[config.mk]
export PLATFORM = sky130hd
export DESIGN_NAME = bloom_ctrl
export DESIGN_NICKNAME = d
export VERILOG_FILES = /design/src/rtl/bloom_ctrl.sv
export SDC_FILE = /design/constraint.sdc
export NUM_CORES = 1
export LEC_CHECK = 0
export BUFFER_PORTS_ARGS = -buffer_cell sky130_fd_sc_hd__buf_2
export CAP_MARGIN = 20
export CORE_UTILIZATION = 50
export DETAILED_ROUTE_END_ITERATION = 10
export GPL_TIMING_DRIVEN = 0
export HOLD_SLACK_MARGIN = 0.05
export PLACE_DENSITY = 0.88
export SYNTH_ARGS = -nofsm -noshare
export SYNTH_HDL_FRONTEND = slang
export SYNTH_SLANG_ARGS = --single-unit
[constraint.sdc]
create_clock -name clk -period 3.5 [get_ports clk]
set_clock_uncertainty 0.15 [all_clocks]
set_input_delay 0.35 -clock clk [delete_from_list [all_inputs] [get_ports clk]]
set_output_delay 0.35 -clock clk [all_outputs]
set_load 0.01 [all_outputs]
[src/rtl/bloom_ctrl.sv]
// bloom_ctrl: arbitrates insert/query requests onto a bloom_filter and manages its clears.
// Latency: insert strobe 1 cycle after handshake; query response QRY_LAT+2 cycles after handshake.
// Backpressure: ins_ready/qry_ready drop whenever busy or a clear is pending; requests simply wait.
module bloom_ctrl #(
  parameter int DATA_W  = 32,
  parameter int QRY_LAT = 1,
  parameter int MAX_INS = 64,
  parameter int CLR_CYC = 4
) (
  input  logic              clk,
  input  logic              rst,
  input  logic              ins_valid,
  input  logic [DATA_W-1:0] ins_data,
  output logic              ins_ready,
  input  logic              qry_valid,
  input  logic [DATA_W-1:0] qry_data,
  output logic              qry_ready,
  output logic              rsp_valid,
  output logic              rsp_hit,
  output logic [DATA_W-1:0] rsp_data,
  input  logic              clr_req,
  output logic              bf_rstn,
  output logic              bf_insert_valid,
  output logic [DATA_W-1:0] bf_insert_data,
  output logic              bf_query_valid,
  output logic [DATA_W-1:0] bf_query_data,
  input  logic              bf_query_result,
  output logic [15:0]       ins_count,
  output logic              busy
);

  typedef enum logic [2:0] {IDLE, INSERT, QUERY, WAIT, CLEAR} state_t;

  // Last WAIT count (result sampling point) and last CLEAR count.
  localparam logic [3:0]  RSP_CNT = 4'(QRY_LAT - 1);
  localparam logic [3:0]  CLR_END = 4'(CLR_CYC - 1);
  localparam logic [15:0] MAX_CNT = 16'(MAX_INS);

  state_t      state, state_nxt;
  logic        rr_ptr;       // 0: insert wins a tie, 1: query wins a tie
  logic        clr_pending;
  logic [3:0]  cnt;          // cycles spent in the current WAIT/CLEAR state
  logic        idle_ok, ins_sel, ins_acc, qry_acc;
  logic        rsp_take, clr_done;
  logic [15:0] cnt_inc;

  // Handshake arbitration: readies only in a clean IDLE, one winner at a time.
  always_comb begin
    idle_ok   = !rst && (state == IDLE) && !clr_pending;
    ins_sel   = !(qry_valid && (!ins_valid || rr_ptr));
    ins_ready = idle_ok && ins_sel;
    qry_ready = idle_ok && !ins_sel;
    ins_acc   = ins_ready && ins_valid;
    qry_acc   = qry_ready && qry_valid;
    busy      = !rst && (state != IDLE);
    rsp_take  = (state == WAIT) && (cnt == RSP_CNT);
    clr_done  = (state == CLEAR) && (cnt == CLR_END);
    cnt_inc   = (ins_count == 16'hFFFF) ? ins_count : ins_count + 16'd1;
  end

  // Next-state logic; a pending clear outranks both requesters in IDLE.
  always_comb begin
    state_nxt = state;
    case (state)
      IDLE: begin
        if (clr_pending)  state_nxt = CLEAR;
        else if (ins_acc) state_nxt = INSERT;
        else if (qry_acc) state_nxt = QUERY;
      end
      INSERT:  state_nxt = IDLE;
      QUERY:   state_nxt = WAIT;
      WAIT:    if (rsp_take) state_nxt = IDLE;
      CLEAR:   if (clr_done) state_nxt = IDLE;
      default: state_nxt = IDLE;
    endcase
  end

  // State register and per-state cycle counter (restarts on every state change).
  always_ff @(posedge clk) begin
    if (rst) begin
      state <= IDLE;
      cnt   <= '0;
    end else begin
      state <= state_nxt;
      cnt   <= (state_nxt != state) ? 4'd0 : cnt + 4'd1;
    end
  end

  // Arbitration pointer, insert counter and clear bookkeeping.
  always_ff @(posedge clk) begin
    if (rst) begin
      rr_ptr      <= 1'b0;
      ins_count   <= '0;
      clr_pending <= 1'b0;
    end else begin
      if (ins_valid && qry_valid && (ins_acc || qry_acc))
        rr_ptr <= ~rr_ptr;
      if (clr_done)
        ins_count <= '0;
      else if (ins_acc)
        ins_count <= cnt_inc;
      // Requests seen during CLEAR are absorbed; manual and auto requests merge into one flag.
      if (clr_done)
        clr_pending <= 1'b0;
      else if ((clr_req && state != CLEAR) || (ins_acc && cnt_inc == MAX_CNT))
        clr_pending <= 1'b1;
    end
  end

  // Filter-side strobes, held keys, response and the filter reset.
  always_ff @(posedge clk) begin
    if (rst) begin
      bf_insert_valid <= 1'b0;
      bf_insert_data  <= '0;
      bf_query_valid  <= 1'b0;
      bf_query_data   <= '0;
      rsp_valid       <= 1'b0;
      rsp_hit         <= 1'b0;
      rsp_data        <= '0;
      bf_rstn         <= 1'b0;
    end else begin
      bf_insert_valid <= ins_acc;
      bf_query_valid  <= qry_acc;
      if (ins_acc) bf_insert_data <= ins_data;
      if (qry_acc) bf_query_data  <= qry_data;
      rsp_valid <= rsp_take;
      if (rsp_take) begin
        rsp_hit  <= bf_query_result;
        rsp_data <= bf_query_data;
      end
      bf_rstn <= (state_nxt != CLEAR);
    end
  end

endmodule

======== After elaboration in Yosys (flattened, before gate mapping) ========
Index checks and enable logic that the tools add are counted.
word-level totals
  bits in registers ....................... 126
  input port bits ......................... 70
  output and inout port bits .............. 120
  word-level logic and storage cells ...... 58
operators by class
  $add $sub $neg .......................... 2
  equality and inequality tests ........... 9
  mux-type cells .......................... 7
  bitwise gates (word level) .............. 1
  reduce and logical (&&, ||, !) cells .... 26
operators with widths
  cell                     number
  $add A16 B1 Y16 const B  1
  $eq A16 B16 Y1 const B   1
  $eq A16 B7 Y1 const B    1
  $mux W16                 1
  $mux W3                  5
  $logic_and A1 B1 Y1      14
  $pmux W3 S4              1
  $eq A3 B2 Y1 const B     2
  $ne A3 B3 Y1 const B     2
  $add A4 B1 Y4 const B    1
  $eq A4 B2 Y1 const B     1
  $logic_not A1 Y1         4
  $logic_not A4 Y1         1
  $reduce_or A2 Y1         2
  $eq A3 B3 Y1 const B     1
  $logic_not A3 Y1         1
  $logic_or A1 B1 Y1       3
  $ne A3 B3 Y1             1
  $reduce_bool A3 Y1       1
  $not A1 Y1               1

======== Depth between registers and ports, before layout ========
Gate-level depths: netlist (run 1).
  depth in word-level cells ............... 11
  mapped depth ............................ 8
  gate-level depth less buffers ........... 6

======== Least setup slack after synthesis (run 1) ========
No wires, ideal clock.
  kind .................................... reg2reg
  from .................................... reg ins_count[1]
  to ...................................... reg ins_count[7]
  library setup time ...................... 0.128 ns
  arrival ................................. 1.947 ns
  data required time ...................... 3.222 ns
  path slack .............................. 1.275 ns
  stages on the path, launching flop included .. 9
  period minus slack after synthesis ...... 2.225 ns
  cells stage by stage .................... dfxtp_1 -> ha_1 -> buf_2 -> nand4_1 -> nor4_1 -> buf_2 -> nor4_1 -> xnor2_1 -> nor2_1
on the way
  longest elaborated chain between the ends .. 2
RTL lines
  item                                                      line  source
  start, declared                                           28    output logic [15:0] ins_count,
  start signal, assigned                                    101   ins_count <= cnt_inc;
  $add A16 B1 Y16 / $eq A16 B16 Y1 (equally long branches)  58    cnt_inc = (ins_count == 16'hFFFF) ? ins_count : ins_count + 16'd1;
  $mux W16 (*)                                              58
Every way passes the cells marked *; elsewhere a longest branch is shown, timed or not.
A chain may end at the register's enable or synchronous reset.

======== Worst setup path in the final report (run 1) ========
  from .................................... reg state[2]
  to ...................................... out qry_ready
on the way
  longest elaborated chain between the ends .. 4
RTL lines
  item                               line  source
  start, declared                    39    state_t state, state_nxt;
  start signal, assigned             84    state <= state_nxt;
  $logic_not A3 Y1                   49    idle_ok = !rst && (state == IDLE) && !clr_pending;
  $logic_and A1 B1 Y1 (2 in series)  49
  $logic_and A1 B1 Y1                52    qry_ready = idle_ok && !ins_sel;
  end, declared                      17    output logic qry_ready,
Every way passes these cells.

==> results of run 1 <==
-- layout make-up --
class | count | area [sq um]
timing repair buffer | 253 | 1590
tap | 133 | 166
inverter | 3 | 11.3
fill | 721 | 2360
clock inverter | 11 | 179
buffer | 44 | 190
multi-input combinational | 453 | 2300
sequential | 126 | 2520
clock buffer | 21 | 459
-- sequential cells by signal, summed over array words and instances, names as in the netlist --
register,cells
ins_count,16
bf_query_data,32
clr_pending,1
bf_rstn,1
rsp_hit,1
cnt,4
bf_insert_valid,1
bf_query_valid,1
rsp_valid,1
bf_insert_data,32
state,3
rsp_data,32
rr_ptr,1
-- worst min-delay path: stages --
cell     delay [ps]
buf_2           100
a21oi_1         100
or2_2           120
o31ai_2          50
-- per-layer routing --
layer,global-route usage,share of wire
met1,0.327,0.40
met5,0,0
met3,0.0841,0.067
met2,0.531,0.51
met4,0.137,0.028
-- cell usage in the layout (no fill, tap or decap), types with 7 or more instances in the layout --
cell           instances
nor2_1                27
buf_2                193
nor3_1                12
a21oi_1               74
o21ai_0               39
and2_1                11
xnor2_1               15
dlygate4sd3_1         65
nand2b_1              33
clkbuf_1              30
dfxtp_1              126
nand3_1               12
nor4_1                 7
nand2_1              174
clkbuf_16             16
-- path summary, 6_finish.rpt --
| kind | endpoint | slack (ps) |
|---|---|---|
| max | qry_ready | 450 |
| min | clr_pending | 120 |
| max reg2reg | ins_count[2] | 710 |
| min reg2reg | rsp_data[15] | 300 |
-- through the flow --
stage / cell area (sq um) / utilization / power [mW] / hold slack (ps) / worst slack (ps)
after global routing: 7420 / 0.759 / 3.89 / 116 / 206
after detailed placement: 6130 / 0.627 / 1.83 / 293 / 896
after CTS: 7420 / 0.759 / 3.75 / 102 / 445
after floorplan: 5020 / - / 1.70 / 309 / 1280
final: 7420 / 0.759 / 3.75 / 123 / 449
after global placement: 6130 / 0.627 / 1.82 / 288 / 938
-- cells by family after synthesis --
group | share of synthesized area
and+or+nand+nor | 0.276
muxes | 0.00424
DFF | 0.502
AOI/OAI and AO/OA | 0.142
buffers and inverters | 0.0401
adders and majority gates | 0.00747
xor gates and xnor gates | 0.0279
-- power by group --
part / switching [mW] / internal [mW] / leakage (nW) / total, mW
sequential: 0.0393 / 1.49 / 1.02 / 1.53
combinational: 0.180 / 0.163 / 1.85 / 0.343
clock: 0.652 / 1.22 / 0.306 / 1.88
-- timing repair --
action	4_1_cts	5_1_grt
hold endpoints to repair	65	0
endpoints found under the setup margin	0	0
hold buffers	65	0
==> results.json, run 1 <==
{
  "drc_errors": 0,
  "synth_area_sq_um": 5020,
  "grt_pass1_vias": 5068,
  "crit_arrival_ps": 2550,
  "tritoncts": "built",
  "cts-root-buf": "clkbuf_8",
  "synth_top_area_share": 0.502,
  "post_drt_wl_per_cell_um": 15.0,
  "cp-start-kind": "register",
  "nets": 971,
  "grt_pass1_wl_um": 23900,
  "gp_congestion": 0.950,
  "tightest_slew_ps": 826,
  "clk_path_buf_depth": 2,
  "synth_cell_types": 45,
  "fp.dieH_um": 102,
  "grt_usage": 0.298,
  "reg2regPathDepth": 8,
  "ctsResizeCount": 0,
  "power.density_nw_per_um2": 505,
  "postSynthAreaPerCell_sq_um": 8.02,
  "setup_viol": 0,
  "antenna_found_initial": 0,
  "crit_buf_inv": 3,
  "synth_flop_cell": "dfxtp_1",
  "min_period_ps": 3050,
  "hold_depth": 4,
  "start_util": 0.514,
  "ant_nets": 0,
  "setup-tns-final_ps": 0,
  "grt_max_degree": 17,
  "cp_slowest_cell": "dfxtp_1",
  "place.port_buffers": 188,
  "ioPinCount": 190,
  "placedCellCount": 947,
  "drt_iter0_drc": 263,
  "final_layout_size_suffix_gt1_frac": 0.259,
  "synthTopCellsByCount": "nand2_1, dfxtp_1, a21oi_1",
  "cpPeakStageDelay_ps": 370,
  "fin_cells": 1044,
  "hold_path.class": "in2reg",
  "relSlewSlack": 0.435,
  "num_vias": 5405,
  "ys_warn_count": 0,
  "crit_chain": "nor3_1 > and2_1 > and2_1 > clkbuf_1 > clkbuf_1 > buf_2",
  "synth.ff_latch_count": 126,
  "yosysMostFrequentCell": "nand2_1",
  "required_ps": 3000,
  "drv_cap": 0,
  "rsz0062_at_grt": "false",
  "cp_top_family": "buffers and inverters",
  "rows": 36,
  "cts_setup_buffers": 0,
  "crit_path_max_fanout": 10,
  "fin_crit_sh": 0.872,
  "netlist_instances": 626,
  "crit_type": "reg2out",
  "cts.sinks": 126,
  "vias_per_cell": 5.18,
  "area_growth_pct": 47.7,
  "crit_path_end_kind": "primary output",
  "clock_latency_ps": 500,
  "die_w_um": 102,
  "p_leak_nw": 3.17,
  "path_clk_slew_ps": 60,
  "wl_um": 15700,
  "synth_edf_count": 0,
  "dp_hpwl_um": 9530,
  "antennaDiodeCount": 0,
  "fp.dieArea_sq_um": 10400,
  "max_freq_mhz": 328,
  "crit_path_start": "state[2]",
  "synth_seq_area_share": 0.502,
  "syn-num-nets": 699,
  "gr-total-overflow": 0,
  "synth_area_leaders": "dfxtp_1, nand2_1, a21oi_1, nand2b_1, o21ai_0",
  "cp.depth": 6,
  "synth_top_cell_by_area": "dfxtp_1",
  "ir_worst_vdd_uv": 390,
  "coreArea_sq_um": 9770,
  "dr.pass1.iters": 5,
  "slew_viol_final": 0,
  "hold_viol_final": 0,
  "r2r-start": "ins_count[1]",
  "hp-start": "clr_req",
  "htreeDepth": 4,
  "cts_inserted_buffers": 17,
  "outcome": "completed",
  "synthArstFlopShare": 0
}
Note: power is estimated with default switching activity, not from simulation.
==> run 2, diff against run 1 <==
--- a/config.mk
+++ b/config.mk
@@ -12,6 +12,7 @@
 export GPL_TIMING_DRIVEN = 0
 export HOLD_SLACK_MARGIN = 0.05
 export PLACE_DENSITY = 0.88
+export RECOVER_POWER = 50
 export SYNTH_ARGS = -nofsm -noshare
 export SYNTH_HDL_FRONTEND = slang
 export SYNTH_SLANG_ARGS = --single-unit
==> results.json, run 2 (synthesis results as in run 1) <==
{
  "fp.dieH_um": 102,
  "clk_path_buf_depth": 2,
  "p_leak_nw": 2.67,
  "grt_max_degree": 17,
  "ff_latch_area_sq_um": 2520,
  "area_growth_pct": 44.8,
  "setup-tns-final_ps": 0,
  "crit_arrival_ps": 2590,
  "ant_nets": 0,
  "rsz0062_at_grt": "false",
  "hold_path.class": "in2reg",
  "slew_viol_final": 0,
  "final_cell_mix": "nand2_1, clkbuf_1, dfxtp_1",
  "ioPinCount": 190,
  "tritoncts": "built",
  "crit_type": "reg2out",
  "utilization": 0.744,
  "post_drt_wl_per_cell_um": 15.1,
  "clock_latency_ps": 500,
  "cp_slowest_cell": "clkbuf_1",
  "min_period_ps": 3090,
  "gr-total-overflow": 0,
  "top_regs": "bf_insert_data (32), bf_query_data (32), rsp_data (32)",
  "relSlewSlack": 0.441,
  "clkPwrFrac": 0.503,
  "hold_viol_final": 0,
  "cts-root-buf": "clkbuf_8",
  "outcome": "completed",
  "drt_iter0_drc": 243,
  "met1_length_um": 6350,
  "met2_length_um": 8110,
  "die_w_um": 102,
  "grt_usage": 0.298,
  "rows": 36,
  "vias_per_cell": 5.17,
  "multiInputGateArea_sq_um": 2300,
  "ctsResizeCount": 0,
  "p_seq_frac": 0.409,
  "n_fill_cell": 795,
  "wl_um": 15800,
  "drv_cap": 0,
  "tightest_slew_ps": 817,
  "grt_pass1_wl_um": 23900,
  "crit_chain": "nor3_1 > and2_0 > and2_1 > clkbuf_1 > clkbuf_1 > buf_2",
  "grt_pass1_vias": 5068,
  "cts.sinks": 126,
  "top_layer_used": "met4",
  "num_vias": 5398,
  "htreeDepth": 4,
  "start_util": 0.514,
  "cpPeakStageDelay_ps": 380,
  "coreArea_sq_um": 9770,
  "dr.pass1.iters": 6,
  "drc_errors": 0,
  "place.port_buffers": 188,
  "fp.dieArea_sq_um": 10400,
  "crit_path_end_kind": "primary output",
  "mostFrequentLayoutCell": "nand2_1",
  "intPower_mw": 2.86,
  "wl_met3_um": 960,
  "gp_congestion": 0.950,
  "fin_cells": 1044,
  "final_layout_size_suffix_gt1_frac": 0.131,
  "max_freq_mhz": 324,
  "cp_common_cell": "clkbuf_1",
  "fin_crit_sh": 0.883,
  "comb_power_share": 0.089,
  "antennaDiodeCount": 0,
  "placedCellCount": 947,
  "antenna_found_initial": 0,
  "dp_hpwl_um": 9530,
  "crit_path_max_fanout": 10,
  "cp-start-kind": "register",
  "cts_inserted_buffers": 17,
  "swShare": 0.235,
  "nets": 971,
  "placed_area_sq_um": 6130,
  "ir_worst_vdd_uv": 389,
  "required_ps": 3000,
  "setup_viol": 0,
  "path_clk_slew_ps": 60,
  "power.density_nw_per_um2": 514,
  "fin_area_sq_um": 7270,
  "p_sw_mw": 0.877
}
run 2: cell types whose count changed in the layout (fill, tap and decap cells not counted), sizes merged:
cell	change
buf	-118
clkbuf	+118
run 2: worst paths after layout:
kind	depth (start not counted)	start	slack, ps	endpoint
worst max-delay path	6	state[0]	410	qry_ready
worst min-delay path	4	clr_req	130	clr_pending
worst max register to register	8	ins_count[1]	690	ins_count[2]
worst min register to register	2	rsp_data[5]	300	rsp_data[5]
run 2: critical path: cells and delay by family (launching register included):
family        cells  cell delay [ps]
buf+inv           3              960
simple gates      3              790
flops             1              340
run 2: timing repair:
action / in CTS / in global routing
endpoints found under the hold margin: 65 / 0
hold buffers: 65 / 0
setup buffers: 0 / 0
run 2: power groups by stage:
| stage | clock network (mW) | registers [mW] | logic [mW] |
|---|---|---|---|
| after floorplan | 0 | 1.57 | 0.130 |
| after global placement | 0 | 1.55 | 0.271 |
| after detailed placement | 0 | 1.56 | 0.276 |
| after CTS | 1.90 | 1.52 | 0.333 |
| after global routing | 1.98 | 1.53 | 0.364 |
| final | 1.88 | 1.53 | 0.332 |
run 2: per-layer routing:
layer,up-vias,GRT usage
met2,219,0.531
met1,2515,0.327
met5,-,0
met4,0,0.137
met3,32,0.0841
li1,2632,-
run 2: final cells by class:
class | instances | share of cell area
Clock inverter | 11 | 0.0246
Clock buffer | 21 | 0.0631
Tap cell | 133 | 0.0229
Timing Repair Buffer | 253 | 0.199
Sequential cell | 126 | 0.347
Multi-Input combinational cell | 453 | 0.316
Inverter | 3 | 0.00155
Buffer | 44 | 0.0262
run 2: stage by stage:
step / total power [mW] / worst slack (ps) / hold WS, ps
6_report: 3.74 / 410 / 125
5_1_grt: 3.88 / 164 / 116
3_5_place_dp: 1.83 / 896 / 293
3_3_place_gp: 1.82 / 938 / 288
4_1_cts: 3.75 / 445 / 102
2_1_floorplan: 1.70 / 1280 / 309
==> run 3, diff against run 2 <==
--- a/config.mk
+++ b/config.mk
@@ -8,6 +8,7 @@
 export BUFFER_PORTS_ARGS = -buffer_cell sky130_fd_sc_hd__buf_2
 export CAP_MARGIN = 20
 export CORE_UTILIZATION = 50
+export CTS_BUF_LIST = sky130_fd_sc_hd__clkbuf_4 sky130_fd_sc_hd__clkbuf_8
 export DETAILED_ROUTE_END_ITERATION = 10
 export GPL_TIMING_DRIVEN = 0
 export HOLD_SLACK_MARGIN = 0.05
==> results.json, run 3 (synthesis results as in run 1) <==
{
  "grt_max_degree": 17,
  "fp.dieArea_sq_um": 10400,
  "reg2reg_slack_ps": 760,
  "crit_path_start": "state[2]",
  "antenna_found_initial": 0,
  "clock_latency_ps": 410,
  "power.density_nw_per_um2": 464,
  "path_clk_slew_ps": 70,
  "drv_cap": 0,
  "post_drt_wl_per_cell_um": 14.8,
  "drt_iter0_drc": 215,
  "grt_util_met2": 0.523,
  "intPower_mw": 2.49,
  "htreeDepth": 4,
  "num_vias": 5352,
  "mostFrequentLayoutCell": "nand2_1",
  "tightest_slew_ps": 827,
  "slew_viol_final": 0,
  "top_regs": "bf_insert_data (32), bf_query_data (32), rsp_data (32)",
  "wl_um": 15500,
  "final_layout_size_suffix_gt1_frac": 0.132,
  "gr-total-overflow": 0,
  "p_total_mw": 3.29,
  "max_freq_mhz": 328,
  "clkPwrFrac": 0.436,
  "required_ps": 3000,
  "clk_path_buf_depth": 2,
  "setup-tns-final_ps": 0,
  "swShare": 0.244,
  "antennaDiodeCount": 0,
  "grt_usage": 0.295,
  "outcome": "completed",
  "gr-usage-met3": 0.0746,
  "ff_latch_area_sq_um": 2520,
  "n_fill_cell": 809,
  "multiInputGateArea_sq_um": 2300,
  "rows": 36,
  "comb_power_share": 0.101,
  "cts.sinks": 126,
  "fp.dieH_um": 102,
  "r2r-start": "ins_count[1]",
  "hold_viol_final": 0,
  "final_cell_mix": "nand2_1, clkbuf_1, dfxtp_1",
  "fin_crit_sh": 0.871,
  "gp_congestion": 0.950,
  "reg2regPathDepth": 8,
  "coreArea_sq_um": 9770,
  "crit_path_end_kind": "primary output",
  "place.port_buffers": 188,
  "hold_path.class": "in2reg",
  "tritoncts": "built",
  "cts-root-buf": "clkbuf_8",
  "relSlewSlack": 0.435,
  "p_leak_nw": 2.59,
  "nets": 971,
  "grt_pass1_vias": 5081,
  "setup_viol": 0,
  "min_period_ps": 3050,
  "grt_busiest_layer": "met2",
  "reg2reg_to": "ins_count[2]",
  "grt_pass1_wl_um": 23700,
  "cts_inserted_buffers": 17,
  "ioPinCount": 190,
  "dp_hpwl_um": 9530,
  "area_growth_pct": 41.3,
  "dr.pass1.iters": 5,
  "crit_end": "qry_ready",
  "p_sw_mw": 0.805,
  "drc_errors": 0,
  "rsz0062_at_grt": "false",
  "die_w_um": 102,
  "cts_setup_buffers": 0,
  "cp-start-kind": "register",
  "start_util": 0.514,
  "ant_nets": 0,
  "p_seq_frac": 0.463,
  "ir_worst_vdd_uv": 378,
  "crit_type": "reg2out",
  "met1_usage": 0.327,
  "vias_per_cell": 5.13,
  "crit_path_max_fanout": 10,
  "crit_arrival_ps": 2550
}
-- run 3: power groups by stage --
stage | clock (mW) | combinational [mW] | sequential [mW]
global placement | 0 | 0.271 | 1.55
detailed placement | 0 | 0.276 | 1.56
CTS | 1.46 | 0.333 | 1.52
floorplan | 0 | 0.130 | 1.57
global route | 1.53 | 0.364 | 1.53
finish | 1.44 | 0.331 | 1.53
-- run 3: worst min path at each step --
stage / start / end / slack, ps / depth (start not counted)
after floorplan: qry_data[0] / bf_query_data[0] / 310 / 2
after detailed placement: rsp_data[16] / rsp_data[16] / 290 / 2
after CTS: qry_valid / bf_query_valid / 190 / 3
after global placement: rsp_data[31] / rsp_data[31] / 290 / 2
final: clr_req / clr_pending / 220 / 4
after global routing: qry_valid / bf_query_valid / 230 / 3
-- run 3: timing repair --
action	CTS	global route
gates resized for setup	0	0
hold buffers	65	0
hold endpoints to repair	65	0
-- run 3: worst max-delay path, stage by stage (launching register included) --
cell	delay, ps
dfxtp_1	370
nor3_1	280
and2_0	270
and2_1	220
clkbuf_1	380
clkbuf_1	390
buf_2	230
-- run 3: area by class of cell --
class	instances	area share
Buffer	44	0.0268
Sequential cell	126	0.355
Clock inverter	11	0.0252
Inverter	3	0.00159
Timing Repair Buffer	253	0.204
Multi-Input combinational cell	453	0.324
Tap cell	133	0.0235
Clock buffer	21	0.0399
-- run 3: per-stage QoR --
stage / instances / area [sq um] / hold slack, ps / util / setup slack, ps
6_report: 1044 / 7100 / 216 / 0.726 / 450
5_1_grt: 1044 / 7100 / 227 / 0.726 / 222
4_1_cts: 1044 / 7240 / 195 / 0.741 / 530
3_5_place_dp: 947 / 6130 / 293 / 0.627 / 896
3_3_place_gp: 947 / 6130 / 288 / 0.627 / 938
2_1_floorplan: 626 / 5020 / 309 / - / 1280
-- run 3: metal layers --
layer  share of wire  routed length, um
met2            0.51               7930
met1            0.40               6190
met5               0                  0
met4           0.025                386
met3           0.062                956
